$ cat src/rtl/uart_rx_cmd.sv
// 8N1 serial receiver with a single-character drive-command decoder.
// Bytes are strobed on rxValid; P/L/R/S (either case) set cmdDir one clk later,
// CR/LF are ignored silently, and anything else pulses cmdErr.
module uart_rx_cmd #(
  parameter int unsigned BIT_DIV  = 434,  // clk cycles per bit, 16..8191
  parameter int unsigned HALF_DIV = 217   // falling edge to start-bit midpoint, BIT_DIV/2
) (
  input  logic       clk,
  input  logic       rst,
  input  logic       rxData,
  output logic [7:0] rxByte,
  output logic       rxValid,
  output logic       frameErr,
  output logic [1:0] cmdDir,
  output logic       cmdValid,
  output logic       cmdErr
);

  // Direction codes shared with the nav logic
  localparam logic [1:0] DC_PROCEED    = 2'd0;
  localparam logic [1:0] DC_TURN_LEFT  = 2'd1;
  localparam logic [1:0] DC_TURN_RIGHT = 2'd2;
  localparam logic [1:0] DC_STOP       = 2'd3;

  localparam logic [12:0] BitLast  = 13'(BIT_DIV - 1);
  localparam logic [12:0] HalfLast = 13'(HALF_DIV - 1);

  typedef enum logic [2:0] {
    IDLE,
    START,
    DATA,
    STOP,
    BRK
  } state_t;

  state_t      state;
  logic [12:0] cnt;
  logic [2:0]  bitIdx;
  logic [7:0]  shift;

  logic rxMeta, rxS, rxPrev;
  logic [1:0] primeCnt;
  logic fallEdge;

  // Two-flop synchronizer plus one history flop for edge detection
  always_ff @(posedge clk or posedge rst) begin
    if (rst) begin
      rxMeta   <= 1'b1;
      rxS      <= 1'b1;
      rxPrev   <= 1'b1;
      primeCnt <= 2'd0;
    end else begin
      rxMeta <= rxData;
      rxS    <= rxMeta;
      rxPrev <= rxS;
      if (primeCnt != 2'd3) primeCnt <= primeCnt + 2'd1;
    end
  end

  // The reset value of the history flop is not a real line sample; ignore edges until the
  // pipeline holds genuine samples so a line held low across reset release is not a start bit.
  assign fallEdge = (primeCnt == 2'd3) && rxPrev && !rxS;

  // Receive FSM with bit timing, shift register and registered byte/error strobes
  always_ff @(posedge clk or posedge rst) begin
    if (rst) begin
      state    <= IDLE;
      cnt      <= 13'd0;
      bitIdx   <= 3'd0;
      shift    <= 8'h00;
      rxByte   <= 8'h00;
      rxValid  <= 1'b0;
      frameErr <= 1'b0;
    end else begin
      rxValid  <= 1'b0;
      frameErr <= 1'b0;
      unique case (state)
        IDLE: begin
          cnt <= 13'd0;
          if (fallEdge) state <= START;
        end
        START: begin
          if (cnt == HalfLast) begin
            cnt <= 13'd0;
            if (!rxS) begin
              state  <= DATA;
              bitIdx <= 3'd0;
            end else begin
              state <= IDLE;  // glitch shorter than half a bit
            end
          end else begin
            cnt <= cnt + 13'd1;
          end
        end
        DATA: begin
          if (cnt == BitLast) begin
            cnt    <= 13'd0;
            shift  <= {rxS, shift[7:1]};  // LSB arrives first
            bitIdx <= bitIdx + 3'd1;
            if (bitIdx == 3'd7) state <= STOP;
          end else begin
            cnt <= cnt + 13'd1;
          end
        end
        STOP: begin
          if (cnt == BitLast) begin
            cnt <= 13'd0;
            if (rxS) begin
              rxByte  <= shift;
              rxValid <= 1'b1;
              state   <= IDLE;  // leave at mid-stop so a back-to-back start edge is caught
            end else begin
              frameErr <= 1'b1;
              state    <= BRK;
            end
          end else begin
            cnt <= cnt + 13'd1;
          end
        end
        BRK: begin
          if (rxS) begin
            cnt   <= 13'd0;
            state <= IDLE;
          end else begin
            cnt <= cnt + 13'd1;
          end
        end
        default: begin
          cnt   <= 13'd0;
          state <= IDLE;
        end
      endcase
    end
  end

  // Command decoder, one clk behind rxValid
  always_ff @(posedge clk or posedge rst) begin
    if (rst) begin
      cmdDir   <= DC_STOP;
      cmdValid <= 1'b0;
      cmdErr   <= 1'b0;
    end else begin
      cmdValid <= 1'b0;
      cmdErr   <= 1'b0;
      if (rxValid) begin
        case (rxByte)
          8'h50, 8'h70: begin  // 'P' 'p'
            cmdDir   <= DC_PROCEED;
            cmdValid <= 1'b1;
          end
          8'h4C, 8'h6C: begin  // 'L' 'l'
            cmdDir   <= DC_TURN_LEFT;
            cmdValid <= 1'b1;
          end
          8'h52, 8'h72: begin  // 'R' 'r'
            cmdDir   <= DC_TURN_RIGHT;
            cmdValid <= 1'b1;
          end
          8'h53, 8'h73: begin  // 'S' 's'
            cmdDir   <= DC_STOP;
            cmdValid <= 1'b1;
          end
          8'h0D, 8'h0A: ;  // CR / LF from the terminal
          default: cmdErr <= 1'b1;
        endcase
      end
    end
  end

endmodule
$ cat config.mk
export PLATFORM = sky130hd
export DESIGN_NAME = uart_rx_cmd
export DESIGN_NICKNAME = d
export VERILOG_FILES = /design/src/rtl/uart_rx_cmd.sv
export SDC_FILE = /design/constraint.sdc
export NUM_CORES = 1
export LEC_CHECK = 0
export CAP_MARGIN = 30
export CELL_PAD_IN_SITES_DETAIL_PLACEMENT = 1
export CELL_PAD_IN_SITES_GLOBAL_PLACEMENT = 1
export CORE_MARGIN = 2
export CORE_UTILIZATION = 52
export CTS_BUF_LIST = sky130_fd_sc_hd__clkbuf_2 sky130_fd_sc_hd__clkbuf_4 sky130_fd_sc_hd__clkbuf_8
export CTS_CLUSTER_DIAMETER = 40
export DETAILED_ROUTE_END_ITERATION = 10
export PLACE_DENSITY = 0.89
export SLEW_MARGIN = 20
export SYNTH_ARGS = -nofsm -noshare
export SYNTH_HDL_FRONTEND = slang
export SYNTH_SLANG_ARGS = --single-unit
export TNS_END_PERCENT = 1
$ cat constraint.sdc
create_clock -name clk -period 3 [get_ports clk]
set_clock_uncertainty 0.15 [all_clocks]
set_input_delay 0.3 -clock clk [delete_from_list [all_inputs] [get_ports clk]]
set_output_delay 0.3 -clock clk [all_outputs]
set_load 0.01 [all_outputs]
==> results.txt <==
----------------------------------------------------
[Yosys]
  Post-Syn Nets ... 199
  Area share of the largest cell type after synthesis ... 47.0%
  Average cell area after synthesis ... 11.5 µm²
  Count of different cell masters after synthesis ... 39
  Mapped Area ... 0.00218 mm²
  Cell type with the largest total area after synthesis ... sky130_fd_sc_hd__dfrtp_1
  Post-synth ARST share ... 100%
  Ys flop type ... sky130_fd_sc_hd__dfrtp_1
  EDFF count, synth ... 0
  Commonest cells in the synthesized netlist ... sky130_fd_sc_hd__dfrtp_1, sky130_fd_sc_hd__a21oi_1, sky130_fd_sc_hd__mux2_2, sky130_fd_sc_hd__nand2_1, sky130_fd_sc_hd__xnor2_1
  Synth area leaders ... sky130_fd_sc_hd__dfrtp_1, sky130_fd_sc_hd__mux2_2, sky130_fd_sc_hd__dfstp_2
  Gate Count Post-Synth ... 190
  Syn. warnings ... 0
  Portion of the post-synthesis area used by sequential elements ... 53.0%
  Yosys reg bits ... 46
  Most common cell in the synthesized netlist ... sky130_fd_sc_hd__dfrtp_1

[Placed design]
  Number of buffer cells added on primary ports ... 16
  Routability congestion estimate ... 0.793
  Worst-case setup slack after placement ... 0.664 ns
  Placed instance area ... 0.00240 mm²
  HPWL after detailed placement ... 3500 µm

[Status]
  Result of the run ... completed

[Floorplanning]
  Starting Density ... 54.2%
  Horizontal die dimension ... 68.8 µm
  Number of rows created at floorplan ... 23
  Core Footprint ... 0.00403 mm²
  DIE AREA ... 0.00474 mm²
  I/O pin cnt ... 17
  Die span in y ... 68.8 µm

[Clocking]
  Root buffer cell ... sky130_fd_sc_hd__clkbuf_8
  Clock-pin slew on the worst setup and hold paths ... 0.09 ns
  Clock tree sinks ... 46
  Post-cts repair resize count ... 0
  Insertion delay to the later sink of the worst-skew pair ... 0.30 ns
  TritonCTS clock tree ... done
  Number of buffers added for setup after CTS ... 0
  Maximum count of clock buffers along a single path ... 2
  Hold buffers post-CTS ... 0
  CTS Buf Count ... 5
  H-Tree Depth ... 2

[Power]
  Pwr/cell area ... 545 mW/mm²
  LEAKAGE ... 0.00104 µW
  Peak VDD IR ... 0.399 mV

[Timing]
  Setup ws final ... 0.525 ns
  Ratio of final minimum period to clock period ... 82.5%
  Final critical-path required period ... 2.47 ns
  Worst relative slew slack ... 58.8%
  Total Neg Setup Slack ... 0 ns
  Worst Hold Slack ... 0.143 ns
  Setup repair after global routing missed its margin ... no
  Final setup fails ... 0
  Actual slew at the worst max-slew pin ... 0.616 ns
  Final number of hold-violating endpoints ... 0
  Max-slew violation total from the final report ... 0
  Highest Clock Rate ... 0.404 GHz

[Cells and area]
  Fillcell total ... 428
  Antenna Diode Count ... 0
  Synthesis-to-layout area growth ... 14.8%
  Final net count ... 219
  Post-route cell area ... 0.00251 mm²
  Share of final-layout standard cells stronger than drive strength 1 ... 19.0%
  Footprint of the multi-input gates ... 971 µm²
  Area occupied by registers ... 0.00116 mm²

[GRT]
  Global-route wire length before repair ... 8220 µm
  Global Route Usage Sum ... 24.7%
  Number of antenna violations at the first check in global routing ... 0
  Via count of the first global-routing pass ... 1669
  Final global-route overflow total ... 0
  Maximum number of pins on one net before global-route repair ... 18

[Routing]
  Max Used Layer ... met4
  Sum of routed wire segments on met1 ... 1980 µm
  Final routed wirelength across all metal layers ... 4930 µm
  DRC ... 0
  Met2 routed WL ... 2730 µm
  Via count of the routed design ... 1554
  Avg WL per Cell ... 18.9 µm
  Vias per cell ... 5.95
  Pre-antenna DRT Iters ... 4
  Residual antenna-violating net count after detailed routing ... 0
  1st-iter DRT viols ... 49
  Met3 Routed Length ... 138 µm

[Setup path]
  Top fanout value on the critical path ... 14
  Worst setup path class ... flop to flop
  Crit path buffers/inverters ... 0
  Slowest cell delay on critical path ... 0.59 ns
  Startpoint kind of the worst setup timing path ... flop
  Slack of the worst reg-to-reg path ... 0.53 ns
  Chain of cells forming the critical path ... nor4b_1 -> nand4_1 -> or2_2 -> o21ai_0
  Endpoint kind of the worst setup timing path ... flop
  Req. time, crit path ... 3.06 ns
  Crit path arrival time ... 2.54 ns
  Worst-path cell with the longest stage delay ... sky130_fd_sc_hd__nand4_1
  CP delay by family, top ... simple AND/OR/NAND/NOR gates

[Job]
  Max-cap violations ... 0

[Worst hold path]
  Hold Crit Class ... primary input to async pin

----------------------------------------------------
power by group:
group          total (µW)  internal [µW]  switching (µW)  leakage [µW]
combinational         181           75.2             106      0.000380
clock                 468            250             219     0.0000585
sequential            717            655            61.5      0.000607
worst register-to-register path: cells and delay by family (launching register included):
| kind | cells | cell delay [ns] |
|---|---|---|
| DFF | 1 | 0.58 |
| and+or+nand+nor | 3 | 1.55 |
| AOI/OAI and AO/OA | 1 | 0.10 |
layout make-up:
class	instances	share of cell area (%)
clock buffer	5	2.74
multi-input combinational	132	38.7
timing repair buffer	19	7.28
sequential	46	46.1
clock inverter	3	1.75
inverter	6	0.898
tap	50	2.49
path summary, 6_finish.rpt:
kind | startpoint | endpoint | cells past startpoint
setup / recovery | state[1] | bitIdx[0] | 4
hold / removal | rst | rxByte[4] | 2
setup reg to reg | state[1] | bitIdx[0] | 4
hold reg to reg | rxMeta | rxS | 0
max in group asynchronous | rst | rxPrev | 3
min in group clk | rxMeta | rxS | 0
kinds of logic (layout without fill, tap and decap cells):
kind of cell	after synthesis	count (layout)	synth area share (%)
DFF	46	46	53.0
adders and majority gates	6	6	3.44
buffers and inverters	12	33	2.58
xor gates and xnor gates	12	12	4.81
and+or+nand+nor	67	67	19.1
muxes	18	18	9.22
AOI/OAI and AO/OA	29	29	7.85
cells in the final DEF (no fill, tap or decap), types with 2 or more instances in the layout:
cell / netlist / final
sky130_fd_sc_hd__a21oi_1: 17 / 17
sky130_fd_sc_hd__and3_1: 2 / 2
sky130_fd_sc_hd__buf_4: 0 / 3
sky130_fd_sc_hd__clkbuf_8: 0 / 5
sky130_fd_sc_hd__clkdlybuf4s50_1: 0 / 16
sky130_fd_sc_hd__dfrtp_1: 41 / 41
sky130_fd_sc_hd__dfstp_2: 5 / 5
sky130_fd_sc_hd__ha_1: 6 / 6
sky130_fd_sc_hd__inv_1: 6 / 5
sky130_fd_sc_hd__mux2_2: 17 / 17
sky130_fd_sc_hd__nand2_1: 12 / 12
sky130_fd_sc_hd__nand2b_1: 6 / 6
sky130_fd_sc_hd__nand3_1: 5 / 5
sky130_fd_sc_hd__nand3b_1: 3 / 3
sky130_fd_sc_hd__nand4_1: 4 / 4
sky130_fd_sc_hd__nor2_1: 9 / 9
sky130_fd_sc_hd__nor3_1: 8 / 8
sky130_fd_sc_hd__nor3b_1: 3 / 3
sky130_fd_sc_hd__nor4_1: 3 / 3
sky130_fd_sc_hd__nor4b_1: 2 / 2
sky130_fd_sc_hd__o21ai_0: 5 / 5
sky130_fd_sc_hd__o2bb2ai_1: 3 / 3
sky130_fd_sc_hd__xnor2_1: 10 / 10
sky130_fd_sc_hd__xor2_1: 2 / 2
sequential cells by signal, indices dropped and copies added (netlist names):
register,flops
bitIdx,3
cmdDir,2
cmdErr,1
cmdValid,1
cnt,13
frameErr,1
primeCnt,2
rxByte,8
rxMeta,1
rxPrev,1
rxS,1
rxValid,1
shift,8
state,3
per-stage QoR:
stage                     util [%]  instances  total power [µW]
after floorplan                  -        190               851
after global placement        59.5        253               886
after detailed placement      59.5        253               905
after CTS                     62.3        261              1380
after global routing          62.3        261              1450
final                         62.3        261              1370
per-layer routing:
layer  global-route usage [%]  up-vias
met5                        0        -
met4                     9.56        0
met3                     7.14        8
met2                     45.4       33
met1                     26.5      798
li1                         -      715
(Power assumes the default switching activity.)
